[config.mk]
export PLATFORM = sky130hd
export DESIGN_NAME = nibble_serial_add_ctrl
export DESIGN_NICKNAME = d
export VERILOG_FILES = /design/src/rtl/nibble_serial_add_ctrl.sv
export SDC_FILE = /design/constraint.sdc
export NUM_CORES = 1
export LEC_CHECK = 0
export CAP_MARGIN = 25
export CORE_MARGIN = 1
export CORE_UTILIZATION = 50
export DETAILED_ROUTE_END_ITERATION = 16
export PLACE_DENSITY = 0.79
export REMOVE_ABC_BUFFERS = 1
export SYNTH_ARGS = -nofsm -noshare
export SYNTH_HDL_FRONTEND = slang
export SYNTH_SLANG_ARGS = --single-unit
[constraint.sdc]
create_clock -name clk -period 2.5 [get_ports clk]
set_clock_uncertainty 0.1 [all_clocks]
set_input_delay 0.25 -clock clk [delete_from_list [all_inputs] [get_ports clk]]
set_output_delay 0.25 -clock clk [all_outputs]
set_load 0.02 [all_outputs]
[src/rtl/nibble_serial_add_ctrl.sv]
// nibble_serial_add_ctrl: WIDTH-bit add/subtract sequenced through one external
// 4-bit adder slice, one nibble per cycle, LSB nibble first.
module nibble_serial_add_ctrl #(
    parameter int unsigned WIDTH = 16
) (
    input  logic             clk,
    input  logic             rst_n,
    input  logic             in_valid,
    output logic             in_ready,
    input  logic [WIDTH-1:0] in_a,
    input  logic [WIDTH-1:0] in_b,
    input  logic             in_cin,
    input  logic             in_sub,
    output logic             out_valid,
    input  logic             out_ready,
    output logic [WIDTH-1:0] out_sum,
    output logic             out_cout,
    output logic             out_ovf,
    output logic             busy,
    output logic [3:0]       add_a,
    output logic [3:0]       add_b,
    output logic             add_cin,
    input  logic [3:0]       add_sum,
    input  logic             add_cout
);

    localparam int unsigned NIB  = WIDTH / 4;
    localparam int unsigned IDXW = (NIB > 1) ? $clog2(NIB) : 1;
    localparam logic [IDXW-1:0] LAST = IDXW'(NIB - 1);

    if ((WIDTH % 4) != 0 || WIDTH < 4) begin : g_width_check
        $error("nibble_serial_add_ctrl: WIDTH must be a multiple of 4 and >= 4");
    end

    typedef enum logic [1:0] {IDLE, RUN, DONE} state_t;

    state_t                state;
    logic [NIB-1:0][3:0]   a_reg;
    logic [NIB-1:0][3:0]   b_reg;
    logic [NIB-1:0][3:0]   sum_reg;
    logic [NIB-1:0][3:0]   sum_next;
    logic                  carry_reg;
    logic [IDXW-1:0]       idx;
    logic                  ovf_next;

    assign in_ready = (state == IDLE);

    // Present the current nibble pair to the shared slice only while running.
    always_comb begin
        add_a   = 4'd0;
        add_b   = 4'd0;
        add_cin = 1'b0;
        if (state == RUN) begin
            add_a   = a_reg[idx];
            add_b   = b_reg[idx];
            add_cin = carry_reg;
        end
    end

    // Partial result with the slice output merged into the current nibble.
    always_comb begin
        sum_next      = sum_reg;
        sum_next[idx] = add_sum;
    end

    // Signed overflow: like-signed operands producing a differently-signed MSB.
    always_comb begin
        ovf_next = (a_reg[NIB-1][3] == b_reg[NIB-1][3]) && (add_sum[3] != a_reg[NIB-1][3]);
    end

    // Sequencer: accept operands, walk nibbles, hold the result until taken.
    always_ff @(posedge clk) begin
        if (!rst_n) begin
            state     <= IDLE;
            out_valid <= 1'b0;
            out_sum   <= '0;
            out_cout  <= 1'b0;
            out_ovf   <= 1'b0;
            busy      <= 1'b0;
            idx       <= '0;
            carry_reg <= 1'b0;
            a_reg     <= '0;
            b_reg     <= '0;
            sum_reg   <= '0;
        end else begin
            case (state)
                IDLE: begin
                    if (in_valid) begin
                        a_reg     <= in_a;
                        b_reg     <= in_sub ? ~in_b : in_b;
                        carry_reg <= in_sub ? 1'b1 : in_cin;
                        idx       <= '0;
                        busy      <= 1'b1;
                        state     <= RUN;
                    end
                end
                RUN: begin
                    sum_reg   <= sum_next;
                    carry_reg <= add_cout;
                    idx       <= idx + IDXW'(1);
                    if (idx == LAST) begin
                        out_sum   <= sum_next;
                        out_cout  <= add_cout;
                        out_ovf   <= ovf_next;
                        out_valid <= 1'b1;
                        busy      <= 1'b0;
                        state     <= DONE;
                    end
                end
                DONE: begin
                    if (out_ready) begin
                        out_valid <= 1'b0;
                        state     <= IDLE;
                    end
                end
                default: state <= IDLE;
            endcase
        end
    end

endmodule

### Word level (Yosys, flattened, before mapping)

Index checks and enable logic that the tools add are counted.
Widths: inputs -> output; s select.

* bits in registers: 73
* output and inout bits: 30
* word-level logic and storage cells: 69

* add/subtract/negate cells: 1
* $lt $le $gt $ge: 2
* equality and inequality tests: 8
* muxes and demuxes: 26
* bitwise gates (word level): 1
* reductions and logical operators: 11

Operators with widths (count)
* $mux 4: 5
* $bmux 4 s2: 2
* $bwmux 16: 1
* $mux 16: 1
* $not 16->16: 1
* $reduce_and 3->1: 3
* $demux 4 s2: 1
* $mux 2: 4
* $mux 1: 7
* $pmux 1 s2: 3
* $pmux 2 s3: 1
* $reduce_and 2->1: 3
* $eq 2x2->1 const B: 2
* $ne 2x2->1 const B: 2
* $pmux 2 s2: 1
* $reduce_bool 2->1: 2
* $lt 2x3->1 const B: 1
* $add 2x1->2 const B: 1
* $eq 2x1->1 const B: 1
* $ge 2x1->1 const B: 1
* $logic_and 1x1->1: 2
* $logic_not 2->1: 1
* $ne 2x1->1 const B: 1
* $eq 1x1->1: 1
* $ne 1x1->1: 1

### Longest topological paths before layout

Gate-level depths: netlist of run 1.

* word-level depth: 5
* gate-level depth with buffers: 7
* gate-level depth less buffers: 5

### Least setup slack after synthesis of run 1

No wires, ideal clock.

* kind: flip-flop to flip-flop
* from: register idx[1]
* to: register sum_reg[0] in the netlist's numbering
* library setup time: 116 ps
* data arrival time: 1532 ps
* required time: 2284 ps
* slack: 752 ps
* stages on the path, launching flop included: 8
* buffers on the path: 2
* period minus slack after synthesis: 1748 ps
* cell sequence: dfxtp_1 > clkbuf_1 > inv_1 > ha_1 > buf_1 > nand3b_2 > mux2i_1 > nor2b_1

* cells in the longest elaborated chain, start to end: 5
* elaborated cells between the ends (all ways): 6
* classes of those cells: 2 x order compare; 3 x mux; 1 x reduce/logical

RTL lines
* start, declared: line 43 `logic [IDXW-1:0] idx;`
* start signal, assigned: line 100 `idx <= idx + IDXW'(1);`
* $lt 2x3->1 (implied by the code) or $ge 2x1->1 (tied branches): line 63 `sum_next[idx] = add_sum;`
* $logic_and 1x1->1 (implied by the code): line 63
* $mux 4 (implied by the code): line 63
* $demux 4 s2 (*): line 63
* $bwmux 16 (*): line 63
* end signal, assigned: line 98 `sum_reg <= sum_next;`
* end, declared: line 40 `logic [NIB-1:0][3:0] sum_reg;`

Every way passes the cells marked *; elsewhere a longest branch is shown, timed or not.
A chain may end at the register's enable or synchronous reset.

### Worst setup path in the final report of run 1

* from: register idx[0]
* to: output add_b[3]

* cells in the longest elaborated chain, start to end: 3

RTL lines
* $bmux 4 s2: line 55 `add_b = b_reg[idx];`
* $mux 4 (implied by the code): line 55
* $mux 4: line 53 `if (state == RUN) begin`
* end, declared: line 21 `output logic [3:0] add_b,`

Every way passes these cells. The select of a mux whose other input is x is not followed.

==> impl_metrics.tcl, run 1 <==
set metrics [dict create \
    outcome "finished, final reports clean" \
    pwr-share-clk_pct 41.1 \
    rsz0062_at_grt "no" \
    post-place-ws_ns 0.451 \
    clk_pin_slew_ns 0.07 \
    nNetsFinal 449 \
    postRouteWirelength_um 6730 \
    hold_start "rst_n" \
    antenna_found_initial 0 \
    rows 29 \
    firstDrtPassIters 4 \
    critPathCaptureType "output port" \
    finalHoldViolCount 0 \
    slew_violations 0 \
    yosysWarnings 0 \
    internal_power_mw 2.06 \
    cts_hold_buf 0 \
    yosys-top-cells-area "dfxtp_1 (42%), o211a_1 (8.8%), nand2_1 (8.3%), mux2i_1 (7.9%), mux4_2 (5.4%)" \
    grt_start_max_net_pins 51 \
    total_power_mw 2.66 \
    cts_resized 0 \
    final-setup-viol-count 0 \
    core_mm2 0.00639 \
    rrSetupSlack_ns 0.83 \
    htreeDepth 3 \
    fp.dieH_um 83.3 \
    cts-root-buf "clkbuf_8" \
    fin_setup_tns_ns 0 \
    tightest_slew_ns 0.618 \
    grt_use_total_pct 20.0 \
    synth_area_mm2 0.00331 \
    dpl.hpwl_um 4580 \
    postCtsSetupBuffers 0 \
    die_w_um 83.3 \
    dieArea_mm2 0.00695 \
    ys_types 30 \
    worstPathArrival_ns 2.05 \
    fmax_mhz 416 \
    cts_sinks 70 \
    critPathLaunchType "flip-flop" \
    avgRoutedWirePerCell_um 14.0 \
    finalCritPeriodShare_pct 96.1 \
    vias 2540 \
    hold_ws_ns 0.262 \
    yosysSeqAreaShare_pct 42.4 \
    avgSynthCellArea_um2 9.82 \
    clockBufferDepth 2 \
    critPathMaxFanout 7 \
    drc 0 \
    cts_tree "yes" \
    clock_latency_ns 0.34 \
    portBuffers 72 \
    cts_buffers 9 \
    vdd_drop_max_mv 0.399 \
    viasPerCell 5.27 \
    synthToLayoutAreaGrowth_pct 30.0 \
    grt_pass1_vias 2432 \
    ant_nets 0 \
    dp.cells 467 \
    synth.top_cell.area_share_pct 42.4 \
    final_cells 482 \
    place_congestion 0.763 \
    final_layout_size_suffix_gt1_share_pct 9.63 \
    slew_headroom_pct 58.8 \
    r2r-start "state[1]" \
    maxCapViolCount 0 \
    power_leakage_nw 1.96 \
    num_io_pins 73 \
    worstSetupStartpoint "idx[0]" \
    hp-class "in2reg" \
    grt_pass1_wl_um 11200 \
    p_sw_uw 607 \
    share_comb_of_total_power_pct 13.9 \
    n_antenna_cell 0 \
    overflow 0 \
    drtIter0Drc 93 \
    period_minus_slack_ns 2.40 \
    start_util_pct 51.8 \
    required_ns 2.15 \
    synthCells 337 \
    yosys.area.top_type "dfxtp_1" \
    criticalPathCategory "reg2out" \
    synth_seq_cells 70 \
    p_seq_share_pct 45.0 \
    swShare_pct 22.8 \
    powerDensity_mw_per_mm2 620 \
    fin_ws_ns 0.0984 \
]
## kinds of logic (layout without fill, tap and decap cells)
family | Yosys count | after routing | share of synthesized area (%)
simple gates | 117 | 117 | 17.4
flops | 70 | 70 | 42.4
compound gates | 62 | 62 | 15.8
mux | 34 | 34 | 13.3
buf+inv | 33 | 101 | 5.07
xor+xnor | 16 | 16 | 4.24
fa+ha+maj | 5 | 5 | 1.89
## final cells by class
type | count | area (um^2)
multi-input combinational | 234 | 1740
tap | 77 | 96.3
inverter | 2 | 7.51
sequential | 70 | 1400
clock inverter | 4 | 95.1
timing repair buffer | 84 | 818
clock buffer | 11 | 141
fill | 531 | 2090
## cell usage in the layout, fill, tap and decap left out, types with 2 or more instances in the layout
cell	n
buf_4	11
a21boi_0	13
inv_1	2
bufinv_16	3
nand3b_2	3
o211a_1	29
o21ai_0	4
nand2b_1	2
nand3_1	2
and3b_1	2
nor2b_1	16
a21oi_1	4
nor2_1	4
nand2_1	73
and2_1	11
dfxtp_1	70
nand3b_1	2
clkdlybuf4s50_1	71
clkbuf_8	10
xnor2_1	16
a21boi_1	10
ha_1	5
mux2i_1	26
mux4_2	8
## critical path, cell delays in order, from the launching register on
cell,delay (ns)
dfxtp_1,0.33
buf_4,0.17
mux4_2,0.49
and2_1,0.18
clkdlybuf4s50_1,0.54
## cells in the mapped netlist (all sizes together)
| master | number |
|---|---|
| o21ai | 4 |
| o211a | 29 |
| o2bb2ai | 1 |
| mux4 | 8 |
| a32o | 1 |
| and2 | 11 |
| ha | 5 |
| buf | 18 |
| clkbuf | 13 |
| and3b | 2 |
| a21boi | 23 |
| a21oi | 4 |
| inv | 2 |
| nor2 | 4 |
| nand3b | 5 |
| nand2 | 73 |
| dfxtp | 70 |
| mux2i | 26 |
| nand3 | 2 |
| nor3b | 1 |
| xnor2 | 16 |
| nand2b | 2 |
| nor2b | 16 |
| or3b | 1 |
## worst paths after layout
kind	endpoint	cells past startpoint
setup / recovery	add_b[3]	4
hold / removal	out_sum[6]	2
setup reg to reg	idx[1]	4
hold reg to reg	a_reg[4]	2
## power by group through the flow
| stage | sequential (mW) | combinational, mW | clock (mW) |
|---|---|---|---|
| 2_1_floorplan | 1.23 | 0.191 | 0 |
| 3_3_place_gp | 1.22 | 0.364 | 0 |
| 3_5_place_dp | 1.22 | 0.371 | 0 |
| 4_1_cts | 1.20 | 0.374 | 1.11 |
| 5_1_grt | 1.20 | 0.403 | 1.15 |
| 6_report | 1.20 | 0.370 | 1.10 |
## metrics by stage
stage	utilization (%)	cell area [um^2]
global route	67.3	4300
detailed placement	63.6	4060
global placement	63.6	4060
floorplan	-	3150
finish	67.3	4300
CTS	67.3	4300
## layer usage
| layer | track usage [%] | vias to the layer above | part of all wire, % |
|---|---|---|---|
| li1 | - | 1274 | - |
| met1 | 25.9 | 1209 | 47 |
| met2 | 33.4 | 48 | 48 |
| met3 | 2.98 | 9 | 3.4 |
| met4 | 7.99 | 0 | 1.5 |
| met5 | 0 | - | 0 |
Power figures use the tool's default switching activity.
==> run 2, diff against run 1 <==
Settings changed: CORE_UTILIZATION 50 to 54, CTS_CLUSTER_DIAMETER from default to 120, PLACE_DENSITY 0.79 to 0.85.
Clock period 2.5 ns to 3.1 ns, I/O delays scaled along.
==> impl_metrics.tcl, run 2 (synthesis results as in run 1) <==
set metrics [dict create \
    dieArea_mm2 0.00644 \
    cts-root-buf "clkbuf_8" \
    finalHoldViolCount 0 \
    layout_commonest_cell "nand2_1" \
    whs_path_depth 2 \
    avgRoutedWirePerCell_um 14.0 \
    critPathCaptureType "output port" \
    rsz0062_at_grt "no" \
    synthToLayoutAreaGrowth_pct 27.0 \
    nNetsFinal 442 \
    drc 0 \
    fillers 467 \
    maxCapViolCount 0 \
    portBuffers 72 \
    postRouteWirelength_um 6610 \
    outcome "finished, final reports clean" \
    period_minus_slack_ns 2.62 \
    drtIter0Drc 133 \
    r2r-start "idx[1]" \
    cts_sinks 70 \
    critPathMaxFanout 11 \
    start_util_pct 55.9 \
    grt_start_max_net_pins 72 \
    cts_tree "yes" \
    ant_nets 0 \
    finalCritPeriodShare_pct 84.4 \
    required_ns 2.69 \
    cts_resized 0 \
    power_leakage_nw 1.90 \
    slew_headroom_pct 34.5 \
    criticalPathCategory "reg2out" \
    powerDensity_mw_per_mm2 467 \
    postCtsSetupBuffers 0 \
    place_congestion 0.707 \
    rrSetupSlack_ns 1.15 \
    htreeDepth 3 \
    clockBufferDepth 2 \
    final-setup-viol-count 0 \
    antenna_found_initial 0 \
    reg2reg_depth 5 \
    die_w_um 80.3 \
    n_antenna_cell 0 \
    vdd_drop_max_mv 0.298 \
    rr_endpoint "out_sum[7]" \
    core_mm2 0.00592 \
    worstPathArrival_ns 2.21 \
    dpl.hpwl_um 4380 \
    firstDrtPassIters 4 \
    fp.dieH_um 80.3 \
    num_io_pins 73 \
    grt_use_total_pct 22.5 \
    grt_pass1_vias 2378 \
    fin_setup_tns_ns 0 \
    viasPerCell 5.28 \
    rows 28 \
    clk_pin_slew_ns 0.07 \
    hold_path_end "out_sum[0]" \
    clock_latency_ns 0.34 \
    grt_pass1_wl_um 11000 \
    critPathLaunchType "flip-flop" \
    layout_common_cells "nand2_1 (73), clkdlybuf4s50_1 (71), dfxtp_1 (70)" \
    hp-class "in2reg" \
    post-place-ws_ns 0.833 \
    hold_start "rst_n" \
    vias 2494 \
    fin_ws_ns 0.485 \
    final_layout_size_suffix_gt1_share_pct 8.06 \
    cts_hold_buf 0 \
    cts_buffers 9 \
    slew_violations 0 \
    tightest_slew_ns 0.979 \
    fmax_mhz 382 \
    overflow 0 \
]
run 2: cell count changes in the layout (fill, tap and decap cells not counted), sizes merged:
cell,delta
bufinv,-3
clkbuf,+3
buf,-7
clkinv,-1
run 2: worst max-delay path, cell delays in order (launching register included):
cell and delay (ns):
dfxtp_1 0.39, buf_4 0.25, mux4_2 0.51, and2_1 0.18, clkdlybuf4s50_1 0.53
run 2: area by class of cell:
| class | instances | area [um^2] | share of cell area [%] |
|---|---|---|---|
| inverters | 2 | 7.51 | 0.179 |
| well taps | 75 | 93.8 | 2.23 |
| repair buffers | 77 | 766 | 18.2 |
| clock buffers | 14 | 193 | 4.59 |
| multi-input cells | 234 | 1740 | 41.4 |
| flip-flops and latches | 70 | 1400 | 33.4 |
run 2: metal layers:
metal,up-vias,wire length (um),track usage (%)
met1,1162,3050,28.7
met3,7,343,5.57
li1,1255,-,-
met2,70,3150,36.9
met4,0,72,8.04
met5,-,0,0
run 2: power by group:
part	internal, mW	total, mW	switching, mW	leakage (nW)
Combinational	0.158	0.284	0.126	1.23
Clock	0.392	0.705	0.313	0.101
Sequential	0.943	0.973	0.0301	0.572
Total	1.49	1.96	0.469	1.90
run 2: worst max-delay path by stage:
| stage | start | slack [ns] | endpoint | depth (start not counted) |
|---|---|---|---|---|
| floorplan | state[0] | 1.06 | carry_reg | 3 |
| global placement | idx[0] | 0.84 | add_b[3] | 4 |
| detailed placement | idx[0] | 0.83 | add_a[0] | 4 |
| CTS | idx[0] | 0.46 | add_b[2] | 4 |
| global route | idx[0] | 0.37 | add_a[1] | 4 |
| finish | idx[0] | 0.48 | add_b[3] | 4 |
run 2: stage by stage:
step	cells	hold WS [ns]	total power, mW	util (%)	instance area, um^2
6_report	472	0.242	1.96	70.9	4200
5_1_grt	472	0.248	2.05	70.9	4200
4_1_cts	471	0.354	1.97	70.6	4180
3_5_place_dp	457	0.345	1.27	67.4	3990
3_3_place_gp	457	0.340	1.27	67.4	3990
2_1_floorplan	306	0.332	1.14	-	3150
